## src/rtl/psum_reduce_unit.sv

```systemverilog
`default_nettype none
// ============================================================================
//  Module      : psum_reduce_unit
//  Description : Reduces a frame of partial-sum rows (COL signed lanes per
//                row) to one signed frame total, either a plain sum or a sum
//                of absolute values. It has a two-stage pipeline: lane
//                conditioning, then an adder tree that feeds the accumulator.
//                A frame closes on in_last or when it reaches MAX_ROWS rows.
//  Revision    : 1.0 - initial release
// ============================================================================
module psum_reduce_unit #(
   parameter int COL      = 8,
   parameter int BW_PSUM  = 20,
   parameter int MAX_ROWS = 16,
   localparam int ROW_W   = $clog2(MAX_ROWS) + 1,
   localparam int SUM_W   = BW_PSUM + 1 + $clog2(COL) + $clog2(MAX_ROWS)
) (
   input  logic                   clk,
   input  logic                   reset,
   input  logic                   in_valid,
   output logic                   in_ready,
   input  logic [COL*BW_PSUM-1:0] in_data,
   input  logic                   in_last,
   input  logic                   mode,
   output logic                   out_valid,
   input  logic                   out_ready,
   output logic [SUM_W-1:0]       out_sum,
   output logic [ROW_W-1:0]       out_count,
   output logic                   out_overrun
);

   // Sign-extension width used to grow a conditioned lane to accumulator width
   localparam int EXT_W = SUM_W - BW_PSUM - 1;
   // Row count just before the row that force-closes a frame
   localparam logic [ROW_W-1:0] LAST_CNT = ROW_W'(MAX_ROWS - 1);

   typedef enum logic [1:0] {
      IDLE  = 2'd0,
      ACCUM = 2'd1,
      DRAIN = 2'd2,
      HOLD  = 2'd3
   } state_t;

   state_t                   state;
   logic                     r_mode;
   logic [ROW_W-1:0]         r_count;
   logic                     r_overrun;
   logic                     r_s1_valid;
   logic [COL-1:0][BW_PSUM:0] r_s1;
   logic [SUM_W-1:0]         r_acc;

   logic                     w_xfer;
   logic                     w_mode_eff;
   logic [COL-1:0][BW_PSUM:0] w_s1_next;
   logic [SUM_W-1:0]         w_tree_sum;
   logic [SUM_W-1:0]         w_acc_next;

   assign w_xfer     = in_valid & in_ready;
   // The first row of a frame uses the live mode; later rows use the latched one
   assign w_mode_eff = (state == IDLE) ? mode : r_mode;
   assign w_acc_next = r_acc + w_tree_sum;

   // Stage-1 lane conditioning: widen by one bit so abs of the most negative value fits
   always_comb begin : b_lane_cond
      logic [BW_PSUM-1:0] lane;
      logic [BW_PSUM:0]   ext;
      w_s1_next = '0;
      for (int k = 0; k < COL; k++) begin
         lane = in_data[k*BW_PSUM +: BW_PSUM];
         ext  = {lane[BW_PSUM-1], lane};
         if (w_mode_eff && ext[BW_PSUM]) begin
            w_s1_next[k] = -ext;
         end else begin
            w_s1_next[k] = ext;
         end
      end
   end

   // Stage-2 lane adder tree at full accumulator precision
   always_comb begin : b_tree
      w_tree_sum = '0;
      for (int k = 0; k < COL; k++) begin
         w_tree_sum = w_tree_sum + {{EXT_W{r_s1[k][BW_PSUM]}}, r_s1[k]};
      end
   end

   // Datapath pipeline: stage-1 register and frame accumulator
   always_ff @(posedge clk) begin
      if (!reset) begin
         r_s1_valid <= 1'b0;
         r_s1       <= '0;
         r_acc      <= '0;
      end else begin
         r_s1_valid <= w_xfer;
         if (w_xfer) begin
            r_s1 <= w_s1_next;
         end
         if (w_xfer && (state == IDLE)) begin
            r_acc <= '0;
         end else if (r_s1_valid) begin
            r_acc <= w_acc_next;
         end
      end
   end

   // Frame control FSM with registered handshake and result outputs
   always_ff @(posedge clk) begin
      if (!reset) begin
         state       <= IDLE;
         in_ready    <= 1'b0;
         r_mode      <= 1'b0;
         r_count     <= '0;
         r_overrun   <= 1'b0;
         out_valid   <= 1'b0;
         out_sum     <= '0;
         out_count   <= '0;
         out_overrun <= 1'b0;
      end else begin
         case (state)
            IDLE: begin
               in_ready <= 1'b1;
               if (w_xfer) begin
                  r_mode    <= mode;
                  r_count   <= ROW_W'(1);
                  r_overrun <= 1'b0;
                  if (in_last) begin
                     state    <= DRAIN;
                     in_ready <= 1'b0;
                  end else begin
                     state <= ACCUM;
                  end
               end
            end
            ACCUM: begin
               if (w_xfer) begin
                  r_count <= r_count + ROW_W'(1);
                  if (in_last || (r_count == LAST_CNT)) begin
                     state     <= DRAIN;
                     in_ready  <= 1'b0;
                     r_overrun <= ~in_last;
                  end
               end
            end
            DRAIN: begin
               // Closing row is in stage 1; it lands in the accumulator at this edge
               if (r_s1_valid) begin
                  state       <= HOLD;
                  out_valid   <= 1'b1;
                  out_sum     <= w_acc_next;
                  out_count   <= r_count;
                  out_overrun <= r_overrun;
               end
            end
            HOLD: begin
               if (out_ready) begin
                  state     <= IDLE;
                  out_valid <= 1'b0;
                  in_ready  <= 1'b1;
               end
            end
            default: begin
               state     <= IDLE;
               in_ready  <= 1'b0;
               out_valid <= 1'b0;
            end
         endcase
      end
   end

endmodule
`default_nettype wire

```

## config.mk

```make
export PLATFORM = sky130hd
export DESIGN_NAME = psum_reduce_unit
export DESIGN_NICKNAME = d
export VERILOG_FILES = /design/src/rtl/psum_reduce_unit.sv
export SDC_FILE = /design/constraint.sdc
export NUM_CORES = 1
export LEC_CHECK = 0
export CORE_ASPECT_RATIO = 0.9
export CORE_MARGIN = 2
export CORE_UTILIZATION = 30
export CTS_CLUSTER_SIZE = 20
export DETAILED_ROUTE_END_ITERATION = 12
export PLACE_DENSITY_LB_ADDON = 0.15
export SLEW_MARGIN = 20
export SYNTH_ARGS = -nofsm -noshare
export SYNTH_HDL_FRONTEND = slang
export SYNTH_SLANG_ARGS = --single-unit
```

## constraint.sdc

```tcl
create_clock -name clk -period 4.8 [get_ports clk]
set_clock_uncertainty 0.2 [all_clocks]
set_input_delay 1.44 -clock clk [delete_from_list [all_inputs] [get_ports clk]]
set_output_delay 1.44 -clock clk [all_outputs]
set_load 0.03 [all_outputs]
```

== Word level (Yosys, flattened, before mapping) ==
Index checks and enable logic that the tools add are counted.

* Reductions and logical operators: 22
* Bitwise logic cells: 3
* Equality and inequality tests: 9
* Mux-type cells: 32
* Add/sub/neg operators: 17

{| class="wikitable"
|+ Operator list
! cell !! number
|-
| $mux W21 || 8
|-
| $neg A21 Y21 || 8
|-
| $add A27 B21 Y28 || 1
|-
| $add A28 B28 Y28 || 1
|-
| $add A26 B21 Y27 || 1
|-
| $add A25 B21 Y26 || 1
|-
| $add A24 B21 Y25 || 1
|-
| $add A23 B21 Y24 || 1
|-
| $add A22 B21 Y23 || 1
|-
| $add A21 B21 Y22 || 1
|-
| $mux W2 || 6
|-
| $mux W1 || 11
|-
| $mux W5 || 2
|-
| $ne A2 B2 Y1 const B || 5
|-
| $pmux W5 S2 || 1
|-
| $logic_and A1 B1 Y1 || 9
|-
| $pmux W2 S4 || 1
|-
| $reduce_and A4 Y1 || 2
|-
| $reduce_and A3 Y1 || 2
|-
| $add A5 B1 Y5 const B || 1
|-
| $eq A5 B4 Y1 const B || 1
|-
| $reduce_and A5 Y1 || 1
|-
| $eq A2 B2 Y1 const B || 2
|-
| $pmux W1 S2 || 2
|-
| other kinds (10) || 13
|}

* Output and inout port bits: 36
* Bits of input ports: 166
* Word-level logic and storage cells: 102
* Bits in registers: 242

== Longest topological paths before layout ==
Gate-level depths: netlist of run 1.

* Depth after elaboration: 8
* Mapped depth: 19
* Gate-level depth less buffers: 19

== Worst setup path before layout of run 1 ==
No wires, ideal clock.

* Path type: register -> register
* From: register r_s1[3] (netlist bit)
* To: register out_sum[23]
* Required time: 4.483 ns
* Setup slack: -0.047 ns
* Stages on the path, launching flop included: 18
* Setup time: 0.117 ns
* Clock period less this slack: 4.847 ns
* Arrival time: 4.531 ns
* Buffers on the path: 0
* Cell sequence: dfxtp_1 > inv_1 > fa_1 > inv_1 > fa_1 > fa_1 > inv_1 > fa_1 > inv_1 > ha_1 > a211oi_1 > o21ai_0 > o31ai_1 > o41ai_1 > a21oi_1 > o21ai_0 > xor2_1 > a22o_1

* Word-level cells in the longest chain between the ends: 8

{| class="wikitable"
|+ RTL lines
! item !! line !! RTL
|-
| from (decl) || 49 || <nowiki>logic [COL-1:0][BW_PSUM:0] r_s1;</nowiki>
|-
| from (signal assigned) || 96 || <nowiki>r_s1 <= w_s1_next;</nowiki>
|-
| $add A21 B21 Y22 || 83 || <nowiki>w_tree_sum = w_tree_sum + {{EXT_W{r_s1[k][BW_PSUM]}}, r_s1[k]};</nowiki>
|-
| $add A22 B21 Y23 || 83 ||
|-
| $add A23 B21 Y24 || 83 ||
|-
| $add A24 B21 Y25 || 83 ||
|-
| $add A25 B21 Y26 || 83 ||
|-
| $add A26 B21 Y27 || 83 ||
|-
| $add A27 B21 Y28 || 83 ||
|-
| $add A28 B28 Y28 || 61 || <nowiki>assign w_acc_next = r_acc + w_tree_sum;</nowiki>
|-
| to (signal assigned) || 149 || <nowiki>out_sum <= w_acc_next;</nowiki>
|-
| to (decl) || 27 || <nowiki>output logic [SUM_W-1:0] out_sum,</nowiki>
|}

Every way passes these cells.
A chain may end at the register's enable or synchronous reset.

== Worst setup path after layout of run 1 ==
* From: register r_s1[44] (netlist bit)
* To: register out_sum[20]

* Word-level cells in the longest chain between the ends: 7

{| class="wikitable"
|+ RTL lines
! item !! line
|-
| $add A22 B21 Y23 || 83
|-
| $add A23 B21 Y24 || 83
|-
| $add A24 B21 Y25 || 83
|-
| $add A25 B21 Y26 || 83
|-
| $add A26 B21 Y27 || 83
|-
| $add A27 B21 Y28 || 83
|-
| $add A28 B28 Y28 || 61
|}

Every way passes these cells.

==> impl_metrics.json, run 1 <==
{
  "status": "complete, no violations",
  "clock_sinks": 242,
  "cp_slowest_cell": "fa_1",
  "first_pass_iters": 5,
  "overflow": 0,
  "synth_top_flop_cell": "dfxtp_1",
  "hold_class": "reg2reg",
  "holdBufCountCts": 0,
  "drc": 0,
  "synth-edff-count": 0,
  "cp.depth": 19,
  "seqPwrFrac": 0.139,
  "grt_pass1_wl_mm": 89.0,
  "cts_buffers": 30,
  "r2r_cells": 19,
  "power_density_nw_per_um2": 905,
  "antenna_left": 0,
  "cts_tree": "done",
  "combinationalPowerShare": 0.737,
  "grt_max_degree": 103,
  "htree_levels": 1,
  "syn_to_final_growth_pct": 30.1,
  "dieArea_sq_um": 58400,
  "final_common_cell": "inv_1",
  "place.gp.congestion": 0.856,
  "clockBufferDepth": 3,
  "cp_max_fo": 4,
  "synth_cell_types": 56,
  "drv_slew": 0,
  "syn_area_per_cell_sq_um": 8.61,
  "cpLargestDelayFamily": "adder cells",
  "required_ps": 5110,
  "final_core_util": 0.395,
  "intPower_w": 0.0105,
  "viasPerCell": 4.87,
  "wl_per_cell_microns": 19.3,
  "final_cell_mix": "239 x inv_1, 220 x dfxtp_1, 202 x nor2_1",
  "switching_power_w": 0.00947,
  "min_period_over_period": 0.995,
  "port_buffers": 201,
  "grt_pass1_vias": 14871,
  "placed_area_sq_um": 20300,
  "layout-drive-gt1-share": 0.131,
  "timing.slew.headroom": 0.322,
  "drv_cap": 0,
  "ir_drop_mv": 0.753,
  "hpwl_mm": 45.8,
  "clkPwrFrac": 0.123,
  "fp.dieH_microns": 230,
  "track_usage": 0.199,
  "r2r_start": "r_s1[44]",
  "period_needed_ps": 4780,
  "synth_cells": 1968,
  "min_to": "r_s1[54]",
  "die_w_microns": 255,
  "r2r_end": "out_sum[20]",
  "ys_seq_area_frac": 0.286,
  "power.leakage_nw": 8.67,
  "max_freq_mhz": 209,
  "async_reset_ff_frac": 0,
  "clk_latency_ps": 590,
  "clk_pin_slew_ps": 60,
  "rsz0062_at_grt": "true",
  "reg2reg_setup_slack_ps": 20,
  "initial_core_util": 0.304,
  "antenna_found_initial": 0,
  "cp_cell_sequence": "inv_2 > fa_1 > inv_2 > fa_1 > fa_1 > inv_2 > fa_1 > inv_1 > ha_2 > inv_2 > fa_2 > nor2b_2 > o21ai_2 > a21oi_2 > o21ai_4 > a21oi_4 > nand4_1 > or3_1 > a31oi_1",
  "synth_area_sq_um": 17000,
  "ios": 202,
  "fp.coreArea_sq_um": 55800,
  "stdcell_area_sq_um": 22100,
  "arrival_ps": 5090,
  "ys_seq_elements": 242,
  "holdPathStages": 2,
  "layout.nets": 2581,
  "hold_start": "r_s1[54]",
  "path_buf_inv": 5,
  "hold_viol": 0,
  "cpPeakStageDelay_ps": 540,
  "yosysWarnings": 0,
  "antenna_cells": 0,
  "setup_violations": 0,
  "criticalPathCategory": "reg2reg",
  "drt_iter0_drc": 893,
  "switching_share": 0.474,
  "num_vias": 14534,
  "worst_pin_slew_ps": 1010,
  "std_cell_rows": 82,
  "syn_nets": 2346,
  "critPathCaptureType": "register",
  "root_buffer": "clkbuf_16",
  "totalWireLength_mm": 57.6,
  "critPathLaunchType": "register"
}
==> layout make-up <==
class,instances,area (sq um)
flip-flops and latches,242,4870
fillers,5664,33800
clock inverters,14,215
clock buffers,41,852
well taps,756,946
repair buffers,300,2820
inverters,260,983
multi-input cells,1369,11400
==> state kept, by name (all words and copies together), names as in the netlist, 2 cells and up <==
signal / flops
out_count: 5
state: 2
r_s1: 168
r_acc: 28
out_sum: 28
r_count: 5
==> power by group through the flow <==
stage | clock network [W] | logic [W] | registers [W]
floorplan | 0 | 0.00761 | 0.00274
global placement | 0 | 0.0123 | 0.00281
detailed placement | 0 | 0.0124 | 0.00282
CTS | 0.00252 | 0.0135 | 0.00278
global route | 0.00260 | 0.0164 | 0.00283
finish | 0.00246 | 0.0147 | 0.00278
==> worst reg2reg max path: stages (launching register included) <==
cell	delay, ps
dfxtp_2	330
inv_2	40
fa_1	540
inv_2	40
fa_1	480
fa_1	500
inv_2	40
fa_1	420
inv_1	70
ha_2	180
inv_2	40
fa_2	350
nor2b_2	130
o21ai_2	90
a21oi_2	220
o21ai_4	110
a21oi_4	200
nand4_1	180
or3_1	370
a31oi_1	170
==> how the worst max path moves through the flow <==
stage	from	endpoint
after floorplan	r_s1[3]	out_sum[23]
after global placement	r_s1[3]	out_sum[23]
after detailed placement	r_s1[3]	out_sum[23]
after CTS	r_s1[41]	out_sum[27]
after global routing	r_s1[44]	out_sum[20]
final	r_s1[44]	out_sum[20]
==> kinds of logic (layout without fill, tap and decap cells) <==
group / count (synthesis) / in the layout / synth area share
xor+xnor: 144 / 144 / 0.0744
flops: 242 / 242 / 0.286
mux: 27 / 27 / 0.0160
compound gates: 442 / 442 / 0.169
buf+inv: 357 / 615 / 0.0791
simple gates: 544 / 544 / 0.145
fa+ha+maj: 212 / 212 / 0.231
==> cell usage after synthesis (5+ instances only) <==
cell        n  area, sq um
nor2_1    203          762
o211ai_1    5         37.5
clkbuf_1   92          345
fa_1      168         3360
o21ai_0    81          405
nor3_1     22          110
inv_1     260          976
a21o_1     13         97.6
o41ai_1    10         87.6
a211oi_1  113          848
or3_1      29          181
dfxtp_1   242         4840
nand2b_1    8         50.1
a22o_1      6         52.6
ha_1       44          551
a31oi_1    16          100
xor2_1     92          806
nand4_1     9         56.3
and3_1     12         75.1
a21oi_1   121          606
mux2i_1    26          260
and2_1     12         75.1
xnor2_1    52          455
a311oi_1   23          201
o31ai_1    29          218
nand2_1   171          642
nor4_1     17          106
or4_1      16          120
nand3_1    31          155
==> stage by stage <==
stage	total power, W	hold slack, ps	TNS (ps)	std cells	worst slack (ps)
finish	0.0200	254	0	2982	21.7
global route	0.0219	277	-1290	2982	-201
CTS	0.0188	255	-119	2976	-42.9
detailed placement	0.0152	246	-10660	2914	-619
global placement	0.0151	245	-10850	2914	-628
floorplan	0.0104	232	0	1968	14.3
==> metal layers <==
layer / track usage / part of all wire / up-vias / routed length, microns
li1: - / - / 7045 / -
met1: 0.284 / 0.48 / 7148 / 27700
met2: 0.328 / 0.46 / 293 / 26800
met3: 0.0222 / 0.042 / 48 / 2420
met4: 0.0309 / 0.014 / 0 / 801
met5: 0 / 0 / - / 0
==> what timing repair did <==
item	CTS	global route
hold endpoints to repair	0	0
resized for setup	66	87
pin swaps	48	91
endpoints found under the setup margin	34	35
buffers inserted	7	6
(Power assumes the default switching activity.)
==> run 2, diff against run 1 <==
- CORE_UTILIZATION: 30 -> 39
==> run 2 against run 1 <==
The run now ends with setup timing left; largest cell class unchanged; critical path type unchanged; first-iteration DRC count rose by 24%; sequential power barely moved; sequential cell count did not move; global-route usage rose by 4.5 points; via count rose by 0.68%; critical endpoint unchanged; cell count fell by 6.6%.
==> impl_metrics.json, run 2 (synthesis gave the netlist of run 1 again) <==
{
  "criticalPathCategory": "reg2reg",
  "worst_pin_slew_ps": 1010,
  "setup_ws_ps": -127,
  "holdPathStages": 2,
  "hold_start": "out_count[3]",
  "wl_per_cell_microns": 19.6,
  "layout.nets": 2587,
  "ir_drop_mv": 0.801,
  "cts_buffers": 28,
  "multiInputGateArea_sq_um": 11200,
  "regMostFlops": "r_s1",
  "fp.coreArea_sq_um": 43000,
  "status": "complete, but fails checks",
  "critPathCaptureType": "register",
  "std_cell_rows": 72,
  "grt_pass1_vias": 14771,
  "r2r_start": "r_s1[64]",
  "dieArea_sq_um": 45200,
  "htree_levels": 1,
  "largest_reg_flops": 168,
  "ios": 202,
  "initial_core_util": 0.394,
  "hpwl_mm": 43.2,
  "drt_iter0_drc": 1107,
  "viasPerCell": 5.25,
  "cpPeakStageDelay_ps": 670,
  "timing.slew.headroom": 0.327,
  "final_cell_mix": "251 x inv_1, 234 x dfxtp_1, 202 x nor2_1",
  "reg2reg_setup_slack_ps": -130,
  "required_ps": 5080,
  "period_needed_ps": 4930,
  "min_period_over_period": 1.03,
  "cp_slowest_cell": "fa_1",
  "root_buffer": "clkbuf_16",
  "syn_to_final_growth_pct": 27.2,
  "violations": "setup timing",
  "reg_top3": "r_s1 x168, out_sum x28, r_acc x28",
  "clock_sinks": 242,
  "grt_max_degree": 81,
  "port_buffers": 201,
  "path_buf_inv": 3,
  "place.gp.congestion": 0.901,
  "power.leakage_nw": 8.68,
  "totalWireLength_mm": 54.5,
  "power_density_nw_per_um2": 890,
  "cp_max_fo": 4,
  "arrival_ps": 5210,
  "first_pass_iters": 5,
  "cp_cell_sequence": "fa_1 > inv_1 > fa_1 > fa_1 > fa_1 > inv_1 > ha_2 > inv_2 > fa_2 > nor2b_2 > o21ai_2 > a21oi_2 > o21ai_2 > a21oi_4 > nand4_1 > or3_1 > a31oi_1",
  "critPathLaunchType": "register",
  "rsz0062_at_grt": "true",
  "drv_cap": 0,
  "clockBufferDepth": 3,
  "setup_violations": 13,
  "total_power_w": 0.0192,
  "final-seq-area_sq_um": 4850,
  "overflow": 0,
  "clk_latency_ps": 570,
  "cp.depth": 17,
  "final_core_util": 0.502,
  "drc": 0,
  "fillCellCount": 4121,
  "placed_area_sq_um": 20100,
  "max_freq_mhz": 203,
  "grt_pass1_wl_mm": 84.9,
  "antenna_left": 0,
  "r2r_end": "out_sum[20]",
  "track_usage": 0.244,
  "cts_tree": "done",
  "crit_top_cell": "fa_1",
  "die_w_microns": 224,
  "num_vias": 14633,
  "antenna_found_initial": 0,
  "drv_slew": 0,
  "hold_class": "reg2reg",
  "antenna_cells": 0,
  "hold_viol": 0,
  "final_common_cell": "inv_1",
  "fp.dieH_microns": 202,
  "stdcell_area_sq_um": 21600,
  "clk_pin_slew_ps": 60,
  "layout-drive-gt1-share": 0.112,
  "min_to": "out_count[3]",
  "cpLargestDelayFamily": "adder cells",
  "r2r_cells": 17
}
[run 2: cell type report]
class,count,share of cell area
flip-flops and latches,242,0.225
inverters,260,0.0455
multi-input cells,1369,0.519
well taps,555,0.0322
repair buffers,308,0.134
clock inverters,11,0.00522
clock buffers,41,0.0381
[run 2: power breakdown]
group	leakage, nW	internal (W)	switching (W)
sequential	1.98	0.00242	0.000344
combinational	6.25	0.00622	0.00802
clock	0.454	0.00129	0.000896
[run 2: worst min-delay path, stage by stage (launching register included)]
cell and delay [ps]:
dfxtp_1 310, nand2_1 50, a21oi_1 50
[run 2: layer usage]
layer,wire (microns),part of all wire,vias to the layer above,global-route usage
li1,-,-,7080,-
met4,1450,0.027,0,0.0643
met5,0,0,-,0
met2,24900,0.46,368,0.394
met1,24600,0.45,7111,0.336
met3,3480,0.064,74,0.0483
[run 2: worst max path at each step]
stage / from / to
finish: r_s1[64] / out_sum[20]
global route: r_s1[2] / out_sum[20]
CTS: r_s1[2] / out_sum[20]
detailed placement: r_s1[3] / out_sum[23]
global placement: r_s1[3] / out_sum[23]
floorplan: r_s1[3] / out_sum[23]
[run 2: metrics by stage]
stage	setup TNS [ps]	setup WS, ps	cells	hold slack [ps]
after floorplan	0	14.3	1968	232
after global placement	-8280	-474	2725	244
after detailed placement	-10140	-502	2725	246
after CTS	-318	-98.9	2779	258
after global routing	-5860	-316	2786	282
final	-800	-127	2786	256
[run 2: repair_timing]
item	in CTS	in global routing
hold buffers	0	0
buffers inserted	3	9
pin swaps	30	43
endpoints found under the setup margin	36	36
gates resized for setup	51	57
==> run 3, diff against run 2 <==
- CORE_ASPECT_RATIO: 0.9 -> not set
- CTS_CLUSTER_SIZE: 20 -> 40
- REMOVE_ABC_BUFFERS: not set -> 1
==> run 3 against run 2 <==
The flow still finishes with violations (setup timing); global-route usage down 1.3 points; wire length down 5.6%; register-to-register slack better by 120 ps; die area about the same; via count down 1.2%; final area up 0.88%; clock-buffer cell count up 4; sequential share of layout area down 0.15 points; non-clock buffer count down 9; sequential cell count unchanged; sequential power about the same; worst setup slack better by 120 ps; largest cell class unchanged; highest routed layer unchanged.
==> impl_metrics.json, run 3 (synthesis gave the netlist of run 1 again) <==
{
  "status": "complete, but fails checks",
  "violations": "setup timing",
  "track_usage": 0.231,
  "drv_cap": 0,
  "antenna_left": 0,
  "r2r_start": "r_s1[19]",
  "worst_pin_slew_ps": 851,
  "root_buffer": "clkbuf_16",
  "syn_to_final_growth_pct": 28.3,
  "whs_ps": 253,
  "final_core_util": 0.506,
  "std_cell_rows": 76,
  "final_cell_mix": "241 x inv_1, 226 x dfxtp_1, 201 x nor2_1, 201 x clkdlybuf4s50_1, 165 x nand2_1",
  "required_ps": 5050,
  "overflow": 0,
  "dieArea_sq_um": 45100,
  "place.gp.congestion": 0.928,
  "use_met2": 0.401,
  "drv_slew": 0,
  "fp.coreArea_sq_um": 43000,
  "hpwl_mm": 40.1,
  "setup_violations": 1,
  "crit_start": "r_s1[19]",
  "layout.nets": 2580,
  "clockBufferDepth": 3,
  "cts_buffers": 30,
  "grt_pass1_wl_mm": 80.1,
  "totalWireLength_mm": 51.4,
  "criticalPathCategory": "reg2reg",
  "min_period_over_period": 1.00,
  "grt_util_met3": 0.0284,
  "holdBufCountCts": 0,
  "antenna_found_initial": 8,
  "final_common_cell": "inv_1",
  "r2r_cells": 17,
  "cp_max_fo": 2,
  "dp_slack_ps": -486,
  "fp.dieH_microns": 212,
  "stdcell_area_sq_um": 21700,
  "rsz0062_at_grt": "true",
  "grt.busiest_layer": "met2",
  "ir_drop_mv": 0.713,
  "arrival_ps": 5060,
  "holdPathStages": 2,
  "regMostFlops": "r_s1",
  "wl_per_cell_microns": 18.2,
  "power_density_nw_per_um2": 885,
  "clock_sinks": 242,
  "first_pass_iters": 5,
  "critPathLaunchType": "register",
  "layout-drive-gt1-share": 0.121,
  "setup_ws_ps": -4.85,
  "power.leakage_nw": 8.71,
  "hold_class": "reg2reg",
  "initial_core_util": 0.394,
  "port_buffers": 201,
  "total_power_w": 0.0192,
  "reg_top3": "r_s1 x168, out_sum x28, r_acc x28",
  "clk_pin_slew_ps": 60,
  "clk_latency_ps": 580,
  "max_freq_mhz": 208,
  "num_vias": 14457,
  "drc": 0,
  "hold_start": "out_sum[2]",
  "ios": 202,
  "largest_reg_flops": 168,
  "grt_max_degree": 76,
  "viasPerCell": 5.13,
  "hold_viol": 0,
  "htree_levels": 1,
  "period_needed_ps": 4800,
  "critPathCaptureType": "register",
  "grt_pass1_vias": 14500,
  "drt_iter0_drc": 752,
  "placed_area_sq_um": 20100,
  "cts_tree": "done",
  "die_w_microns": 212,
  "timing.slew.headroom": 0.427,
  "use_met1": 0.304
}
[run 3: cell types whose count changed in the layout (fill, tap and decap cells not counted), sizes merged]
| cell | before | now |
|---|---|---|
| clkbuf | 41 | 45 |
| buf | 107 | 98 |
| clkinv | 6 | 3 |
| diode | 0 | 9 |
| bufinv | 2 | 3 |
| inv | 260 | 261 |
[run 3: worst max-delay path, cell delays in order (launching register included)]
cell and delay (ps):
dfxtp_1 340, inv_1 70, fa_1 530, inv_1 60, fa_1 510, fa_1 550
inv_1 50, fa_1 530, inv_1 40, ha_1 290, a21o_1 160, a21o_1 200
a211oi_4 220, o21ai_0 120, a21o_1 210, or3_1 370, a31oi_1 190, nor2_1 50
[run 3: cell type report]
class / instances / area [sq um]
clock buffers: 45 / 927
repair buffers: 299 / 2860
well taps: 585 / 732
flip-flops and latches: 242 / 4860
diodes: 9 / 22.5
clock inverters: 10 / 148
inverters: 260 / 981
fillers: 4188 / 21200
multi-input cells: 1369 / 11200
[run 3: routing by layer]
layer	vias to the layer above	part of all wire
met5	-	0
met4	0	0.017
met3	59	0.040
met2	256	0.50
met1	7070	0.44
li1	7072	-
[run 3: per-stage QoR]
stage          std cells  setup TNS (ps)
6_report            2819           -4.85
4_1_cts             2809            -542
5_1_grt             2818           -4010
3_5_place_dp        2747           -9650
2_1_floorplan       1871         -463710
3_3_place_gp        2747           -9180
[run 3: power by group]
| part | switching (W) | internal [W] |
|---|---|---|
| clock network | 0.000947 | 0.00149 |
| registers | 0.000313 | 0.00243 |
| logic | 0.00761 | 0.00646 |
| total | 0.00887 | 0.0104 |
[run 3: repair_timing]
action | in CTS | in global routing
gates cloned | 0 | 0
pin swaps | 52 | 72
setup buffers | 8 | 4
endpoints found under the setup margin | 36 | 38
resized for setup | 66 | 63
[run 3: path summary, 6_finish.rpt]
path	slack, ps	endpoint
max	-5	out_sum[26]
min	250	out_sum[2]
max reg2reg	-5	out_sum[26]
min reg2reg	250	out_sum[2]
